File: src/rtl/bcd_updown_counter_pkg.sv
// Shared constants for the BCD up/down counter: nibble width, digit limit and
// active-low 7-segment patterns ordered {g,f,e,d,c,b,a}.
package bcd_updown_counter_pkg;

    localparam int NIBBLE_W   = 4;
    localparam int MAX_DIGITS = 4;

    typedef logic [6:0]          seg_t;
    typedef logic [NIBBLE_W-1:0] bcd_t;

    localparam seg_t SEG_0     = 7'b1000000;
    localparam seg_t SEG_1     = 7'b1111001;
    localparam seg_t SEG_2     = 7'b0100100;
    localparam seg_t SEG_3     = 7'b0110000;
    localparam seg_t SEG_4     = 7'b0011001;
    localparam seg_t SEG_5     = 7'b0010010;
    localparam seg_t SEG_6     = 7'b0000010;
    localparam seg_t SEG_7     = 7'b1111000;
    localparam seg_t SEG_8     = 7'b0000000;
    localparam seg_t SEG_9     = 7'b0010000;
    localparam seg_t SEG_BLANK = 7'b1111111;

    function automatic seg_t seg_decode(input bcd_t n);
        case (n)
            4'd0:    return SEG_0;
            4'd1:    return SEG_1;
            4'd2:    return SEG_2;
            4'd3:    return SEG_3;
            4'd4:    return SEG_4;
            4'd5:    return SEG_5;
            4'd6:    return SEG_6;
            4'd7:    return SEG_7;
            4'd8:    return SEG_8;
            4'd9:    return SEG_9;
            default: return SEG_BLANK;
        endcase
    endfunction

endpackage

File: src/rtl/bcd_updown_counter_btn_pulse.sv
// Button conditioner: two-flop synchroniser, stability debouncer and a
// single-cycle pulse on each rising edge of the debounced level.
module btn_pulse #(
    parameter int DEB_CYCLES = 1000000
) (
    input  logic clk,
    input  logic reset,
    input  logic btn,
    output logic pulse
);

    localparam int CNT_W = (DEB_CYCLES > 1) ? $clog2(DEB_CYCLES) : 1;
    localparam logic [CNT_W-1:0] CNT_LAST = CNT_W'(DEB_CYCLES - 1);

    logic             sync_q1;
    logic             sync_q2;
    logic             level;
    logic [CNT_W-1:0] deb_cnt;

    // NOTE: every register here uses <= so all flops sample pre-edge values;
    // with = the second synchroniser stage would collapse into the first.
    always_ff @(posedge clk or posedge reset) begin
        if (reset) begin
            sync_q1 <= 1'b0;
            sync_q2 <= 1'b0;
            level   <= 1'b0;
            deb_cnt <= '0;
            pulse   <= 1'b0;
        end else begin
            sync_q1 <= btn;
            sync_q2 <= sync_q1;
            pulse   <= 1'b0;
            // Count consecutive samples that disagree with the debounced level.
            if (sync_q2 != level) begin
                if (deb_cnt == CNT_LAST) begin
                    level   <= sync_q2;
                    deb_cnt <= '0;
                    pulse   <= sync_q2;
                end else begin
                    deb_cnt <= deb_cnt + CNT_W'(1);
                end
            end else begin
                deb_cnt <= '0;
            end
        end
    end

endmodule

File: src/rtl/bcd_updown_counter.sv
// Debounced-button BCD up/down counter with sticky wrap flag and a
// time-multiplexed, active-low 7-segment display driver.
module bcd_updown_counter
    import bcd_updown_counter_pkg::*;
#(
    parameter int DIGITS      = 4,
    parameter int DEB_CYCLES  = 1000000,
    parameter int SCAN_CYCLES = 50000
) (
    input  logic       clk,
    input  logic       reset,
    input  logic       btn_up,
    input  logic       btn_down,
    input  logic       btn_clr,
    output logic [6:0] leds,
    output logic [3:0] ano,
    output logic       ovf
);

    localparam int SCAN_W = (SCAN_CYCLES > 1) ? $clog2(SCAN_CYCLES) : 1;
    localparam logic [SCAN_W-1:0] SCAN_LAST = SCAN_W'(SCAN_CYCLES - 1);
    localparam logic [1:0]        IDX_LAST  = 2'(DIGITS - 1);

    logic up_p, down_p, clr_p;

    btn_pulse #(.DEB_CYCLES(DEB_CYCLES)) u_up   (.clk(clk), .reset(reset), .btn(btn_up),   .pulse(up_p));
    btn_pulse #(.DEB_CYCLES(DEB_CYCLES)) u_down (.clk(clk), .reset(reset), .btn(btn_down), .pulse(down_p));
    btn_pulse #(.DEB_CYCLES(DEB_CYCLES)) u_clr  (.clk(clk), .reset(reset), .btn(btn_clr),  .pulse(clr_p));

    bcd_t [DIGITS-1:0] count;
    bcd_t [DIGITS-1:0] count_inc;
    bcd_t [DIGITS-1:0] count_dec;
    logic              inc_wrap;
    logic              dec_wrap;

    // NOTE: each output of this block gets a default before any branch so no
    // path leaves it unassigned, which would otherwise infer a latch.
    always_comb begin
        count_inc = count;
        count_dec = count;
        inc_wrap  = 1'b1;
        dec_wrap  = 1'b1;
        // Carry/borrow ripples upward only while lower digits wrap; a flag
        // still set after the last digit means the whole count wrapped.
        for (int i = 0; i < DIGITS; i++) begin
            if (inc_wrap) begin
                if (count[i] == 4'd9) begin
                    count_inc[i] = 4'd0;
                end else begin
                    count_inc[i] = count[i] + 4'd1;
                    inc_wrap     = 1'b0;
                end
            end
            if (dec_wrap) begin
                if (count[i] == 4'd0) begin
                    count_dec[i] = 4'd9;
                end else begin
                    count_dec[i] = count[i] - 4'd1;
                    dec_wrap     = 1'b0;
                end
            end
        end
    end

    always_ff @(posedge clk or posedge reset) begin
        if (reset) begin
            count <= '0;
            ovf   <= 1'b0;
        end else if (clr_p) begin
            count <= '0;
            ovf   <= 1'b0;
        end else if (up_p && !down_p) begin
            count <= count_inc;
            if (inc_wrap) ovf <= 1'b1;
        end else if (down_p && !up_p) begin
            count <= count_dec;
            if (dec_wrap) ovf <= 1'b1;
        end
    end

    logic [SCAN_W-1:0] scan_cnt;
    logic [1:0]        scan_idx;

    always_ff @(posedge clk or posedge reset) begin
        if (reset) begin
            scan_cnt <= '0;
            scan_idx <= '0;
        end else if (scan_cnt == SCAN_LAST) begin
            scan_cnt <= '0;
            scan_idx <= (scan_idx == IDX_LAST) ? 2'd0 : scan_idx + 2'd1;
        end else begin
            scan_cnt <= scan_cnt + SCAN_W'(1);
        end
    end

    logic [3:0] ano_next;
    bcd_t       digit_sel;

    always_comb begin
        ano_next  = 4'b1111;
        digit_sel = '0;
        for (int i = 0; i < DIGITS; i++) begin
            if (scan_idx == 2'(i)) begin
                ano_next[i] = 1'b0;
                digit_sel   = count[i];
            end
        end
    end

    // Enable and segments share one register stage so they always line up.
    always_ff @(posedge clk or posedge reset) begin
        if (reset) begin
            ano  <= 4'b1111;
            leds <= SEG_BLANK;
        end else begin
            ano  <= ano_next;
            leds <= seg_decode(digit_sel);
        end
    end

endmodule

File: config.mk
export PLATFORM = sky130hd
export DESIGN_NAME = bcd_updown_counter
export DESIGN_NICKNAME = d
export VERILOG_FILES = /design/src/rtl/bcd_updown_counter_pkg.sv /design/src/rtl/bcd_updown_counter_btn_pulse.sv /design/src/rtl/bcd_updown_counter.sv
export SDC_FILE = /design/constraint.sdc
export NUM_CORES = 1
export LEC_CHECK = 0
export BUFFER_PORTS_ARGS = -buffer_cell sky130_fd_sc_hd__buf_2
export CAP_MARGIN = 20
export CORE_MARGIN = 4
export CORE_UTILIZATION = 63
export CTS_CLUSTER_DIAMETER = 30
export DETAILED_ROUTE_END_ITERATION = 6
export PLACE_DENSITY = 0.81
export SLEW_MARGIN = 0
export SYNTH_ARGS = -nofsm -noshare
export SYNTH_HDL_FRONTEND = slang
export SYNTH_HIERARCHICAL = 1
export SYNTH_SLANG_ARGS = --single-unit
File: constraint.sdc
create_clock -name clk -period 3.6 [get_ports clk]
set_input_delay 0.36 -clock clk [delete_from_list [all_inputs] [get_ports clk]]
set_output_delay 0.36 -clock clk [all_outputs]
set_load 0.005 [all_outputs]
==> results of run 1 <==
critical path, stage by stage (launching register included):
cell,delay [ns]
dfrtp_1,0.40
inv_1,0.08
ha_1,0.25
nor2b_1,0.26
a221oi_1,0.12
a221oi_1,0.78
inv_1,0.24
ha_1,0.28
mux2_2,0.27
a22oi_1,0.13
timing repair:
action	CTS	global route
hold buffers	3	0
endpoints found under the setup margin	0	0
hold endpoints to repair	3	0
final cells by class:
type	instances	area, µm²
Multi-Input combinational cell	471	3210
Clock buffer	17	414
Clock inverter	14	136
Tap cell	133	166
Timing Repair Buffer	21	125
Sequential cell	118	2970
Inverter	27	101
Fill cell	729	2700
kinds of logic (layout without fill, tap and decap cells):
group,Yosys count,after routing
AOI/OAI and AO/OA,104,104
adders and majority gates,13,13
buffers and inverters,54,79
and+or+nand+nor,276,276
muxes,12,12
xor gates and xnor gates,66,66
DFF,118,118
power by group:
group,leakage (nW),switching [mW],internal [mW]
clock,0.273,0.587,0.972
sequential,1.57,0.0101,1.34
combinational,1.13,0.0437,0.0163
stage by stage:
stage / instances / utilization (%) / hold WS [ns] / setup WS [ns] / area, µm²
finish: 801 / 72.5 / 0.0668 / 0.699 / 7120
detailed placement: 767 / 66.6 / 0.335 / 0.740 / 6540
floorplan: 643 / - / 0.331 / 1.13 / 6390
global route: 801 / 72.5 / 0.143 / 0.346 / 7120
global placement: 767 / 66.6 / 0.333 / 0.958 / 6540
CTS: 801 / 72.5 / 0.0877 / 0.696 / 7120
worst paths after layout:
path | to | from | cells after the start
setup / recovery | leds[4] | scan_idx[1] | 9
hold / removal | u_down/pulse | reset | 2
setup reg to reg | leds[4] | scan_idx[1] | 9
hold reg to reg | u_clr/sync_q2 | u_clr/sync_q1 | 0
max in group asynchronous | count[13] | reset | 2
min in group clk | u_clr/sync_q2 | u_clr/sync_q1 | 0
state kept, by name, summed over array words and instances (netlist names), 2 cells and up:
signal and flops:
u_clr/deb_cnt 20, u_down/deb_cnt 20, ano 4, scan_idx 2, leds 7, u_up/deb_cnt 20
count 16, scan_cnt 16
placed cells by master (no fill, tap or decap), types with 5 or more instances in the layout:
cell,n
ha_1,13
clkbuf_16,16
buf_2,16
a221oi_1,5
mux2i_1,6
and4_1,7
nand4_2,6
xor2_1,30
or4_1,10
nor2b_1,5
o21ai_0,21
nand3_1,30
o31ai_1,12
nand3_2,6
clkinv_2,7
xnor2_1,36
dfrtp_1,107
o211ai_1,5
nand2b_1,6
inv_1,26
a21oi_1,33
nand2_1,36
and3_1,13
dfstp_2,11
nor4_2,6
nor3_1,12
nor4_1,5
nor2_1,87
nand4_1,13
metal layers:
metal  vias up  global-route usage (%)  share of wire (%)
met2        79                    37.4                 50
li1       2333                       -                  -
met4         0                    7.94                1.2
met5         -                       0                  0
met1      2371                    30.1                 46
met3        15                    5.45                2.9
==> results.toml, run 1 <==
[logic_synthesis]
synth_top_cell_area_share_pct = 41.9
syn-num-nets = 661
synth_compound_area_share_pct = 11.7
synth_common_cells = "dfrtp_1 (107), nor2_1 (87), nand2_1 (36), xnor2_1 (36), a21oi_1 (33)"
synth_edf_count = 0
synthArstFlopShare_pct = 100
ys_seq_elements = 118
synth_most_common_cell = "dfrtp_1"
netlist_area_mm2 = 0.00639
synth.distinct_cells = 57
synthMuxAreaShare_pct = 2.17
postSynthAreaPerCell_um2 = 9.94
yosys-top-cells-area = "dfrtp_1 (42%), nor2_1 (5.1%), xnor2_1 (4.9%)"
synth_top_family_by_area = "simple AND/OR/NAND/NOR gates"
synthAdderAreaFrac_pct = 2.54
yosys.area.top_type = "dfrtp_1"
synthFlopType = "dfrtp_1"
synthCells = 643
ys_warn_count = 6
synth_xor_area_share_pct = 9.04
yosysSeqAreaShare_pct = 46.4
yosys.area_share.simple_pct = 24.8

[clocking]
htree_levels = 4
cts_buffer_depth = 2
cts_tree = "done"
cts.sinks = 118
numCtsBuffers = 17
cts-root-buf = "clkbuf_8"
clk_latency_ns = 0.52
clk_transition_reported_paths_ns = 0.06
ctsResizeCount = 0
cts_setup_buffers = 0

[drt]
dr.first_iter.drc_count = 264
dr.pass1.iters = 5
routed_wl_um = 12200
drc = 0
wl_per_cell_um = 15.3
viasPerCell = 5.99
vias = 4798
ant_nets = 0

[critical_path]
critical_path_peak_fanout = 7
arrival_ns = 3.33
start_kind = "register"
required_ns = 4.03
path_class = "register to register"
crit_path_end_kind = "register"
r2r_slack_ns = 0.70

[grt]
grt_pass1_vias = 4643
grt-ovfl-total = 0
grt_start_max_net_pins = 47
grt_use_total_pct = 22.9
grt_pass1_wl_um = 21600
antenna_found_initial = 0

[floorplanning]
die_area_mm2 = 0.0118
row_count = 36
die_w_um = 109
core_mm2 = 0.00982
die_height_um = 109
initial_core_util_pct = 65.1
io_pins = 17

[timing]
fin_skew_ns = 0.00594
clock.fmax_ghz = 0.345
fin_crit_sh_pct = 80.6
rsz0062_at_grt = "no"
setup_viol = 0
min_period_ns = 2.90
drv_slew = 0
maxSlewHeadroom_pct = 31.8
final.setup.tns_ns = 0
worst_slew_pin_slew_ns = 1.02
hold_violations = 0

[job]
maxCapViolCount = 0

[pwr]
vdd.ir_drop.worst_mv = 0.396
total_leakage_power_nw = 2.98
power_density_mw_per_mm2 = 417
total_power_mw = 2.97

[finish]
antenna_cells = 0
nNetsFinal = 674
syn_to_final_growth_pct = 11.4
drive_above_1_share_pct = 14.5

[placed_design]
numPortBuffers = 16
dp_hpwl_um = 8010
place_congestion = 0.853

[hold_path]
worstHoldPathType = "input pin to async pin"

[status]
status = "finished clean"
Note: power is estimated with default switching activity, not from simulation.
==> run 2, diff against run 1 <==
Settings changed: CORE_UTILIZATION 63 to 57, PLACE_DENSITY 0.81 to 0.78.
Clock period 3.6 ns to 2.47 ns, I/O delays scaled along.
==> run 2 against run 1 <==
  * Non-clock buffer count is 17 higher
  * Maximum frequency is 28% higher
  * Sequential cell count stayed put
  * Count of clock-buffer cells in the layout is 2 higher
  * Via count is 2.6% higher
  * Sequential share of layout area is 1.0 points lower
  * Routed wire length is 4.6% higher
  * Cell count is 3.0% higher
  * Critical path depth stayed put
  * Cell area is 2.5% higher
  * Setup slack worse by 0.50 ns
  * Hold slack better by 0.28 ns
  * Critical path type unchanged
  * Highest routed layer unchanged
==> results.toml, run 2 (synthesized netlist as in run 1, its figures left out) <==
[status]
status = "finished clean"

[timing]
worst_slew_pin_slew_ns = 0.962
clock.fmax_ghz = 0.440
hold_violations = 0
rsz0062_at_grt = "no"
fin_crit_sh_pct = 91.9
drv_slew = 0
final.setup.tns_ns = 0
fin_skew_ns = 0.00704
hold_slack_ns = 0.349
min_period_ns = 2.27
maxSlewHeadroom_pct = 35.8
setup_viol = 0

[clocking]
clk_transition_reported_paths_ns = 0.06
clk_latency_ns = 0.53
cts_buffer_depth = 2
htree_levels = 4
cts_tree = "done"
numCtsBuffers = 17
cts-root-buf = "clkbuf_8"
cts.sinks = 118

[critical_path]
path_class = "register to register"
start_kind = "register"
rr_startpoint = "scan_idx[0]"
r2r-end = "leds[5]"
critical_path_peak_fanout = 7
arrival_ns = 2.72
rr_worst_depth = 9
required_ns = 2.92
crit_path_end_kind = "register"
r2r_slack_ns = 0.20

[pwr]
combPwrFrac_pct = 2.1
vdd.ir_drop.worst_mv = 0.561
total_leakage_power_nw = 3.07
pwr-share-seq_pct = 43.7
switching_power_mw = 0.963
p_int_mw = 3.54
p_sw_share_pct = 21.4
power_density_mw_per_mm2 = 617
p_clk_share_pct = 54.1

[grt]
grt_use_total_pct = 21.6
antenna_found_initial = 0
grt_pass1_vias = 4909
grt-ovfl-total = 0
grt_start_max_net_pins = 47
grt_pass1_wl_um = 22700

[finish]
final_cell_mix = "dfrtp_1 (107), nor2_1 (87), nand2_1 (36), xnor2_1 (36), a21oi_1 (33)"
syn_to_final_growth_pct = 14.2
nNetsFinal = 691
drive_above_1_share_pct = 16.5
post-route-util_pct = 67.0
antenna_cells = 0
final_common_cell = "dfrtp_1"
fillers = 830
largestRegisters = "u_clr/deb_cnt (20), u_down/deb_cnt (20), u_up/deb_cnt (20)"

[drt]
wl_per_cell_um = 15.5
viasPerCell = 5.96
vias = 4921
ant_nets = 0
dr.first_iter.drc_count = 320
drc = 0
dr.pass1.iters = 4
routed_wl_um = 12800

[hold_path]
holdPathStages = 0
hold_end = "u_clr/sync_q2"
hp-start = "u_clr/sync_q1"
worstHoldPathType = "register to register"

[floorplanning]
row_count = 38
die_w_um = 114
die_height_um = 114
core_mm2 = 0.0109
initial_core_util_pct = 58.7
io_pins = 17
die_area_mm2 = 0.0130

[placed_design]
numPortBuffers = 16
place_congestion = 0.846
dp_hpwl_um = 8390

[job]
maxCapViolCount = 0
==> run 2: changes by cell type in the layout (fill, tap and decap cells not counted), sizes merged <==
cell and delta:
buf +16, clkinv -4, clkbuf +2, bufinv +1
clkinvlp +1, dlygate4sd3 +1
==> run 2: how the worst max path moves through the flow <==
stage | slack, ns | from | cells past startpoint | end
4_1_cts | 0.14 | scan_idx[0] | 9 | leds[5]
3_3_place_gp | 0.28 | count[5] | 5 | count[14]
6_report | 0.20 | scan_idx[0] | 9 | leds[5]
2_1_floorplan | 0.0004 | scan_idx[0] | 9 | leds[4]
3_5_place_dp | 0.18 | scan_idx[0] | 9 | leds[5]
5_1_grt | 0.03 | scan_idx[0] | 9 | leds[6]
==> run 2: critical path, stage by stage, from the launching register on <==
cell      delay, ns
dfrtp_1        0.41
inv_1          0.09
ha_1           0.28
or2_2          0.32
a221oi_1       0.26
a221o_1        0.22
inv_1          0.08
ha_1           0.18
nor3_1         0.28
a21oi_1        0.08
==> run 2: power by group through the flow <==
| stage | Clock [mW] | Combinational (mW) | Sequential (mW) |
|---|---|---|---|
| global route | 2.58 | 0.112 | 1.97 |
| CTS | 2.48 | 0.0998 | 1.97 |
| global placement | 0 | 0.0911 | 2.00 |
| detailed placement | 0 | 0.0941 | 2.00 |
| floorplan | 0 | 0.0673 | 2.00 |
| finish | 2.44 | 0.0960 | 1.97 |
==> run 2: repair_timing <==
item / in CTS / in global routing
hold endpoints to repair: 110 / 0
buffers inserted: 0 / 2
hold buffers: 4 / 0
setup endpoints to repair: 0 / 5
resized for setup: 0 / 1
==> run 2: cell type report <==
type	instances	area, µm²	share of cell area [%]
flip-flops and latches	118	2970	40.6
well taps	140	175	2.40
multi-input cells	471	3210	44.0
clock inverters	12	154	2.11
clock buffers	19	432	5.91
repair buffers	38	255	3.50
inverters	27	101	1.39
==> run 2: metrics by stage <==
stage / power [mW] / worst slack, ns / instance area, µm² / std cells
floorplan: 2.06 / 0.000391 / 6390 / 643
global route: 4.66 / 0.0256 / 7300 / 825
global placement: 2.09 / 0.280 / 6660 / 788
finish: 4.50 / 0.199 / 7300 / 825
CTS: 4.54 / 0.139 / 7280 / 823
detailed placement: 2.09 / 0.184 / 6660 / 788
==> run 2: per-layer routing <==
layer | wire length, µm | track usage, %
met5 | 0 | 0
met4 | 153 | 7.21
met3 | 629 | 5.89
met2 | 6360 | 35.6
met1 | 5660 | 27.8
==> run 3, diff against run 2 <==
--- a/config.mk
+++ b/config.mk
@@ -9,8 +9,8 @@
 export CAP_MARGIN = 20
 export CORE_MARGIN = 4
-export CORE_UTILIZATION = 57
+export CORE_UTILIZATION = 63
 export CTS_CLUSTER_DIAMETER = 30
 export DETAILED_ROUTE_END_ITERATION = 6
-export PLACE_DENSITY = 0.78
+export PLACE_DENSITY = 0.81
 export SLEW_MARGIN = 0
 export SYNTH_ARGS = -nofsm -noshare
==> constraint.sdc (replaced) <==
create_clock -name clk -period 2.5 [get_ports clk]
set_input_delay 0.75 -clock clk [delete_from_list [all_inputs] [get_ports clk]]
set_output_delay 0.75 -clock clk [all_outputs]
set_load 0.005 [all_outputs]
==> run 3 against run 2 <==
  * Core utilization increased by 6.6 points
  * Critical path depth is 1 lower
  * Highest routed layer unchanged
  * Global-route usage grew 3.2 points
  * Register-to-register slack got worse by 0.18 ns
==> results.toml, run 3 (synthesized netlist as in run 1, its figures left out) <==
[status]
status = "finished clean"

[floorplanning]
die_w_um = 109
initial_core_util_pct = 65.1
die_area_mm2 = 0.0118
row_count = 36
io_pins = 17
core_mm2 = 0.00982
die_height_um = 109

[pwr]
pwr-share-seq_pct = 45.8
p_int_mw = 3.34
power_density_mw_per_mm2 = 587
total_power_mw = 4.25
switching_power_mw = 0.910
p_sw_share_pct = 21.4
combPwrFrac_pct = 2.2
p_clk_share_pct = 52.0
vdd.ir_drop.worst_mv = 0.581
total_leakage_power_nw = 3.05

[drt]
routed_wl_um = 13300
ant_nets = 0
wl_per_cell_um = 16.3
dr.pass1.iters = 5
dr.first_iter.drc_count = 389
viasPerCell = 6.04
vias = 4923
drc = 0

[timing]
min_period_ns = 2.48
fin_crit_sh_pct = 99.3
clock.fmax_ghz = 0.403
hold_violations = 0
drv_slew = 0
fin_skew_ns = 0.00728
worst_slew_pin_slew_ns = 0.709
maxSlewHeadroom_pct = 52.7
setup_viol = 0
hold_slack_ns = 0.309
fin_ws_ns = 0.0171

[critical_path]
rr_worst_depth = 8
r2r-end = "leds[4]"
required_ns = 2.94
start_kind = "register"
r2r_slack_ns = 0.02
crit_path_end_kind = "register"
arrival_ns = 2.92
rr_startpoint = "scan_idx[1]"
critical_path_peak_fanout = 11
path_class = "register to register"

[clocking]
clk_transition_reported_paths_ns = 0.06
cts.sinks = 118
numCtsBuffers = 17
htree_levels = 4
postCtsHoldBufs = 0
cts_tree = "done"
cts_buffer_depth = 2
clk_latency_ns = 0.52
cts-root-buf = "clkbuf_8"

[placed_design]
dp_hpwl_um = 8650
place_ws_ns = 0.129
numPortBuffers = 16
place_congestion = 0.860

[finish]
drive_above_1_share_pct = 16.7
final_cell_mix = "dfrtp_1 (107), nor2_1 (87), nand2_1 (36), xnor2_1 (36), a21oi_1 (33)"
regArea_mm2 = 0.00297
fillers = 711
final_common_cell = "dfrtp_1"
antenna_cells = 0
largestRegisters = "u_clr/deb_cnt (20), u_down/deb_cnt (20), u_up/deb_cnt (20)"
nNetsFinal = 689
syn_to_final_growth_pct = 13.1
multi_input_area_mm2 = 0.00322

[job]
maxCapViolCount = 0

[grt]
grt_pass1_wl_um = 23200
grt_start_max_net_pins = 47
grt_use_total_pct = 24.8
grt-ovfl-total = 0
antenna_found_initial = 0
grt_pass1_vias = 4850

[hold_path]
worstHoldPathType = "input pin to async pin"
[run 3: cell count changes in the layout (fill, tap and decap cells not counted), sizes merged]
cell,delta
buf,+2
bufinv,-2
clkbuf,+3
clkinv,-1
dlygate4sd3,-4
inv,-1
[run 3: timing repair]
action | CTS | global route
buffers inserted | 0 | 2
resized for setup | 0 | 2
setup endpoints to repair | 0 | 4
hold endpoints to repair | 0 | 0
[run 3: worst max-delay path: stages (launching register included)]
cell      delay (ns)
dfrtp_1         0.40
inv_1           0.08
ha_1            0.26
nor2b_1         0.31
a221oi_1        0.15
a311oi_1        0.43
buf_4           0.27
mux2_2          0.35
a22oi_1         0.14
[run 3: how the worst max path moves through the flow]
stage / start / endpoint / slack [ns] / cells past startpoint
detailed placement: scan_idx[1] / leds[4] / 0.13 / 9
floorplan: scan_idx[0] / leds[4] / 0.03 / 9
global route: scan_idx[0] / leds[4] / -0.006 / 8
global placement: count[5] / count[14] / 0.28 / 5
finish: scan_idx[1] / leds[4] / 0.02 / 8
CTS: scan_idx[1] / leds[4] / 0.07 / 9
[run 3: final cells by class]
| type | instances | area share, % |
|---|---|---|
| Sequential cell | 118 | 41.0 |
| Clock inverter | 8 | 1.06 |
| Inverter | 27 | 1.40 |
| Tap cell | 133 | 2.30 |
| Timing Repair Buffer | 36 | 3.19 |
| Clock buffer | 22 | 6.41 |
| Multi-Input combinational cell | 471 | 44.6 |
[run 3: metal layers]
metal,vias to the layer above,GRT usage [%],wire (µm)
met4,0,8.12,246
met1,2401,32.4,5770
met5,-,0,0
met2,140,40.6,6640
met3,27,6.16,626
li1,2355,-,-
[run 3: metrics by stage]
stage,util (%),cells,area [µm²],TNS [ns]
CTS,73.3,813,7200,0
global placement,67.8,783,6660,0
detailed placement,67.8,783,6660,0
floorplan,-,643,6390,0
global route,73.6,815,7230,-0.00567
finish,73.6,815,7230,0
[run 3: power by group through the flow]
stage,sequential [mW],clock [mW],combinational [mW]
after floorplan,1.97,0,0.0665
after global placement,1.98,0,0.0922
after detailed placement,1.98,0,0.0968
after CTS,1.94,2.25,0.0972
after global routing,1.95,2.36,0.110
final,1.94,2.21,0.0937
